===== src/rtl/mux16_rr_arbiter.sv =====
// ---------------------------------------------------------------------------
// mux16_rr_arbiter
//
// Round-robin arbiter and select sequencer for a shared 16:1 bit mux.
// Sixteen requesters compete for the mux output. One requester is granted at
// a time. The winner's index drives the mux select and stays stable for the
// whole grant. Every release is followed by exactly one dead (idle) cycle, so
// the select never moves while a consumer may still be sampling the mux output.
//
// Parameters
//   MAX_HOLD  maximum number of cycles a grant may last (0 = unlimited, 0..255)
//
// Ports
//   Clock   in   1   rising-edge clock
//   Resetn  in   1   asynchronous, active-low reset
//   req     in   16  request vector, req[i]=1 -> requester i wants the mux
//   done    in   1   granted requester releases the mux (pulse or level)
//   grant   out  16  one-hot grant, all zero while not granting
//   sel     out  4   mux select, index of the granted requester
//   valid   out  1   high while a grant is active (valid == |grant)
// ---------------------------------------------------------------------------
module mux16_rr_arbiter #(
    parameter int unsigned MAX_HOLD = 8
) (
    input  logic        Clock,
    input  logic        Resetn,
    input  logic [15:0] req,
    input  logic        done,
    output logic [15:0] grant,
    output logic [3:0]  sel,
    output logic        valid
);

    localparam logic [0:0] ST_IDLE = 1'b0;
    localparam logic [0:0] ST_BUSY = 1'b1;

    // Hold limit folded into a compare constant on the 8-bit grant counter.
    // The counter reads 0 in the first granted cycle, so the last allowed
    // cycle is MAX_HOLD-1.
    localparam logic       HOLD_EN   = (MAX_HOLD != 0);
    localparam logic [7:0] HOLD_LAST = (MAX_HOLD == 0) ? 8'd0 : 8'(MAX_HOLD - 1);

    logic [0:0] state;
    logic [3:0] last;
    logic [7:0] cnt;

    logic [4:0] pick;
    logic       release_now;

    // Round-robin scan: first set request starting just after 'from'.
    // The 4-bit add wraps naturally, so from=15 starts the scan at index 0,
    // and the final step (k=16) revisits 'from' itself as lowest priority.
    // Result is {found, index}.
    function automatic logic [4:0] rr_pick(input logic [15:0] r, input logic [3:0] from);
        logic [3:0] idx;
        logic [4:0] res;
        res = 5'd0;
        for (int k = 1; k <= 16; k++) begin
            idx = from + 4'(k);
            if (!res[4] && r[idx]) begin
                res = {1'b1, idx};
            end
        end
        return res;
    endfunction

    // Saturating increment of the grant-length counter.
    function automatic logic [7:0] sat_inc(input logic [7:0] v);
        return (v == 8'hFF) ? v : v + 8'd1;
    endfunction

    always_comb begin
        pick        = rr_pick(req, last);
        release_now = done | ~req[sel] | (HOLD_EN && (cnt == HOLD_LAST));
    end

    // Registered state and outputs
    always_ff @(posedge Clock or negedge Resetn) begin
        if (!Resetn) begin
            state <= ST_IDLE;
            grant <= 16'd0;
            sel   <= 4'd0;
            valid <= 1'b0;
            last  <= 4'd15;
            cnt   <= 8'd0;
        end else begin
            case (state)
                ST_IDLE: begin
                    // sel keeps its old value while idle so the mux input
                    // does not toggle during the dead cycle.
                    if (pick[4]) begin
                        state <= ST_BUSY;
                        grant <= 16'd1 << pick[3:0];
                        sel   <= pick[3:0];
                        valid <= 1'b1;
                        last  <= pick[3:0];
                        cnt   <= 8'd0;
                    end
                end
                ST_BUSY: begin
                    cnt <= sat_inc(cnt);
                    // Release always returns to IDLE; new requests, even ones
                    // present in this same cycle, are arbitrated from IDLE,
                    // which produces the single dead cycle between grants.
                    if (release_now) begin
                        state <= ST_IDLE;
                        grant <= 16'd0;
                        valid <= 1'b0;
                    end
                end
                default: begin
                    state <= ST_IDLE;
                    grant <= 16'd0;
                    valid <= 1'b0;
                end
            endcase
        end
    end

    // Output invariants
    a_valid_grant : assert property (@(posedge Clock) disable iff (!Resetn)
        valid == (|grant));
    a_onehot      : assert property (@(posedge Clock) disable iff (!Resetn)
        $onehot0(grant));
    a_sel_match   : assert property (@(posedge Clock) disable iff (!Resetn)
        valid |-> (grant == (16'd1 << sel)));

endmodule


===== config.mk =====
export PLATFORM = sky130hd
export DESIGN_NAME = mux16_rr_arbiter
export DESIGN_NICKNAME = d
export VERILOG_FILES = /design/src/rtl/mux16_rr_arbiter.sv
export SDC_FILE = /design/constraint.sdc
export NUM_CORES = 1
export LEC_CHECK = 0
export CORE_MARGIN = 2
export CORE_UTILIZATION = 36
export DETAILED_ROUTE_END_ITERATION = 10
export GPL_TIMING_DRIVEN = 0
export HOLD_SLACK_MARGIN = 0.08
export SLEW_MARGIN = 25
export SYNTH_ARGS = -nofsm -noshare
export SYNTH_HDL_FRONTEND = slang
export SYNTH_SLANG_ARGS = --single-unit

===== constraint.sdc =====
create_clock -name Clock -period 6.5 [get_ports Clock]
set_input_delay 1.3 -clock Clock [delete_from_list [all_inputs] [get_ports Clock]]
set_output_delay 1.3 -clock Clock [all_outputs]
set_load 0.005 [all_outputs]

==> flow_summary.rst <==
.. list-table::
   :header-rows: 1

   * - Metric
     - Value
   * - Result of the run
     - finished, final reports clean
   * - Final Slew Violations
     - 0
   * - Total vias in the final route
     - 3840
   * - Routed Antenna Nets
     - 0
   * - Antenna violations before repair
     - 0
   * - Via count of the first global-routing pass
     - 3703
   * - Synth Area in Simple Gates
     - 0.201
   * - R2r worst-path depth
     - 15
   * - Die Wd
     - 107 µm
   * - Flop-to-flop setup slack
     - 0.72 ns
   * - Number of diodes
     - 0
   * - Starting density of the core
     - 0.372
   * - Number of enable flip-flop cells after synthesis
     - 0
   * - Number of cells in the finished layout apart from fillers
     - 607
   * - Capturing element type of the critical path
     - flop
   * - Area growth, synth to finish
     - 17.3%
   * - Number of register bits inferred by synthesis
     - 34
   * - Filler Cells Inserted
     - 1045
   * - Source of the worst register-to-register timing path
     - last[0]
   * - Final Net Count
     - 498
   * - Vertical die dimension
     - 107 µm
   * - Endpoints failing hold
     - 0
   * - Post-synth design cell area
     - 3850 µm²
   * - Max-cap viol count
     - 0
   * - Skew final
     - 0.00487 ns
   * - CTS Hold Buffers Added
     - 0
   * - Iteration-0 DRC count of the detailed router
     - 286
   * - Drt pass-1 iters
     - 5
   * - Largest incremental delay on the critical path
     - 0.61 ns
   * - Worst rel slew slack
     - 0.462
   * - TritonCTS buffer count
     - 5
   * - Fmax
     - 0.173 GHz
   * - Standard-cell row count
     - 37
   * - Critical register-to-register path endpoint
     - grant[8]
   * - Aggregate negative setup slack
     - 0 ns
   * - Pin count of the biggest net entering global routing
     - 31
   * - Grt total ovfl
     - 0
   * - Cell depth of the worst hold path
     - 2
   * - Mapped Cells
     - 424
   * - Global placement routability congestion
     - 0.986
   * - Syn Nets
     - 452
   * - Area of the die
     - 11500 µm²
   * - Quantity of I/O buffers inserted on ports
     - 39
   * - Mean instance size in the synthesized netlist
     - 9.09 µm²
   * - Dpl hpwl
     - 9450 µm
   * - YS warnings
     - 0
   * - First-pass GRT wire length
     - 19400 µm
   * - Fin crit period
     - 5.78 ns
   * - Post-detailed-route DRC marker count
     - 0
   * - Clock-pin slew on the worst setup and hold paths
     - 0.07 ns
   * - Kind of cell adding the most delay to the critical path
     - compound AO/OA/AOI/OAI gates
   * - CP arrival
     - 5.95 ns
   * - Count of unique library cells instantiated by Yosys
     - 68
   * - Post-synthesis compound-gate area fraction
     - 0.210
   * - Sequence of cells on the critical path
     - buf_2, clkinv_1, ha_1, clkbuf_2, mux4_2, mux2i_1, mux2i_1, nor4_1, nand3_1, clkbuf_1, o311ai_0, o211ai_1, o21ai_1, a21boi_0, a22o_1
   * - Sum of buffers and inverters on the critical path
     - 4
   * - Largest family of logic cells by synthesized area
     - multiplexers
   * - Share of flip-flops with an asynchronous set or reset after synthesis
     - 1.00
   * - Path type of the worst min-delay path
     - flop to flop
   * - Post-synthesis adder-cell area fraction
     - 0.0292
   * - Number of H-tree branching levels
     - 2
   * - Slew at the pin closest to its max-slew limit
     - 0.785 ns
   * - Vias per Instance
     - 6.33
   * - RSZ-0062 raised after global routing
     - false
   * - Worst min-delay path endpoint
     - grant[15]
   * - Multiplexer area fraction after synthesis
     - 0.269
   * - Clock tree from TritonCTS
     - done
   * - Ratio of final minimum period to clock period
     - 0.889
   * - Cell occurring most often along the worst timing path
     - mux2i_1
   * - Sequential share of the synthesized area
     - 0.222
   * - Fraction of final layout cells with drive strength greater than 1
     - 0.144
   * - Maximum fanout encountered on the critical timing path
     - 10
   * - Placed cell count
     - 600
   * - Number of clock sinks seen by CTS
     - 34
   * - Buffer levels on the longest clock path
     - 2
   * - Synth Flop Type
     - dfrtp_1
   * - Post-Route WL
     - 12200 µm
   * - Root Buffer Master
     - clkbuf_8
   * - Startpoint Class
     - flop
   * - Clock latency reported for the late side of the worst-skew pair
     - 0.28 ns
   * - # setup viols final
     - 0
   * - Boundary Pins
     - 40
   * - Kind of critical path
     - flop to flop
   * - Average routed wire per standard cell
     - 20.2 µm
   * - CP required
     - 6.67 ns
   * - Highest-delay cell along the critical path
     - dfstp_2
   * - Core area
     - 10400 µm²
   * - Hold Path Origin
     - grant[15]
   * - GR Util All Layers
     - 0.214
   * - Xor and xnor area share after synthesis
     - 0.0296
==> cells in the mapped netlist, types with 9 or more instances <==
cell type  instances  share of area
mux4_2            30           0.18
nand3_1           17          0.022
mux2i_1           25          0.065
nor2_1            30          0.029
inv_1             14          0.014
dfrtp_1           30           0.19
o21ai_0           25          0.032
nand2_1           46          0.045
ha_1               9          0.029
a22o_1            11          0.025
nor3_1            13          0.017
a21oi_1           21          0.027
==> worst min-delay path: stages, from the launching register on <==
cell and delay [ns]:
dfrtp_1 0.35, nand2_1 0.05, o21ai_0 0.06
==> how the worst max path moves through the flow <==
stage             from   endpoint  cells past startpoint  slack (ns)
6_report       last[0]   grant[8]                     15        0.72
3_3_place_gp   last[1]   grant[9]                     15        0.33
2_1_floorplan  last[1]  grant[11]                     15        1.86
5_1_grt        last[0]   grant[8]                     15        0.40
3_5_place_dp   last[1]   grant[9]                     15        0.32
4_1_cts        last[1]   grant[8]                     15        0.28
==> cell usage in the layout (no fill, tap or decap), types with 11 or more instances in the layout <==
cell type        netlist  routed
mux4_2                30      30
nor2_1                30      30
o21ai_0               25      25
a22o_1                11      11
nand2_1               46      46
nand3_1               17      17
mux2i_1               25      25
inv_1                 14      14
dfrtp_1               30      30
a21oi_1               21      21
nor3_1                13      13
clkdlybuf4s50_1        0      38
==> metal layers <==
metal  routed length [µm]  share of wire  GRT usage
met5                    0              0          0
met4                  408          0.033     0.0833
met3                  707          0.058     0.0345
met2                 5680           0.46      0.346
met1                 5450           0.45      0.289
==> final cells by class <==
cell class | count | area (µm²) | area share
Clock inverter | 2 | 12.5 | 0.00277
Multi-Input combinational cell | 356 | 2850 | 0.630
Buffer | 17 | 87.6 | 0.0194
Sequential cell | 34 | 856 | 0.189
Tap cell | 136 | 170 | 0.0376
Clock buffer | 6 | 82.6 | 0.0183
Timing Repair Buffer | 40 | 405 | 0.0897
Inverter | 16 | 60.1 | 0.0133
==> flip-flops by register name, summed over array words and instances, names as in the netlist <==
signal,cells
grant,16
cnt,8
sel,4
valid,1
state,1
last,4
==> stage by stage <==
| step | setup WS [ns] | instance area [µm²] | utilization | hold WS (ns) |
|---|---|---|---|---|
| 2_1_floorplan | 1.86 | 3850 | - | 0.473 |
| 3_3_place_gp | 0.331 | 4410 | 0.426 | 0.472 |
| 3_5_place_dp | 0.320 | 4430 | 0.427 | 0.473 |
| 4_1_cts | 0.284 | 4520 | 0.436 | 0.490 |
| 5_1_grt | 0.397 | 4520 | 0.436 | 0.523 |
| 6_report | 0.723 | 4520 | 0.436 | 0.487 |
==> kinds of logic after synthesis <==
logic type | after synthesis
buffers and inverters | 34
adder cells (fa/ha/maj) | 9
AO/OA/AOI/OAI | 120
flip-flops | 34
multiplexers | 62
XOR/XNOR | 13
AND/OR/NAND/NOR | 152
==> repair_timing <==
action / CTS / global route
buffers inserted: 0 / 0
gates resized for setup: 0 / 2
setup endpoints to repair: 0 / 18
Power is not shown: default switching activity piles up to over one toggle a cycle in this logic, so the estimate is an artifact.
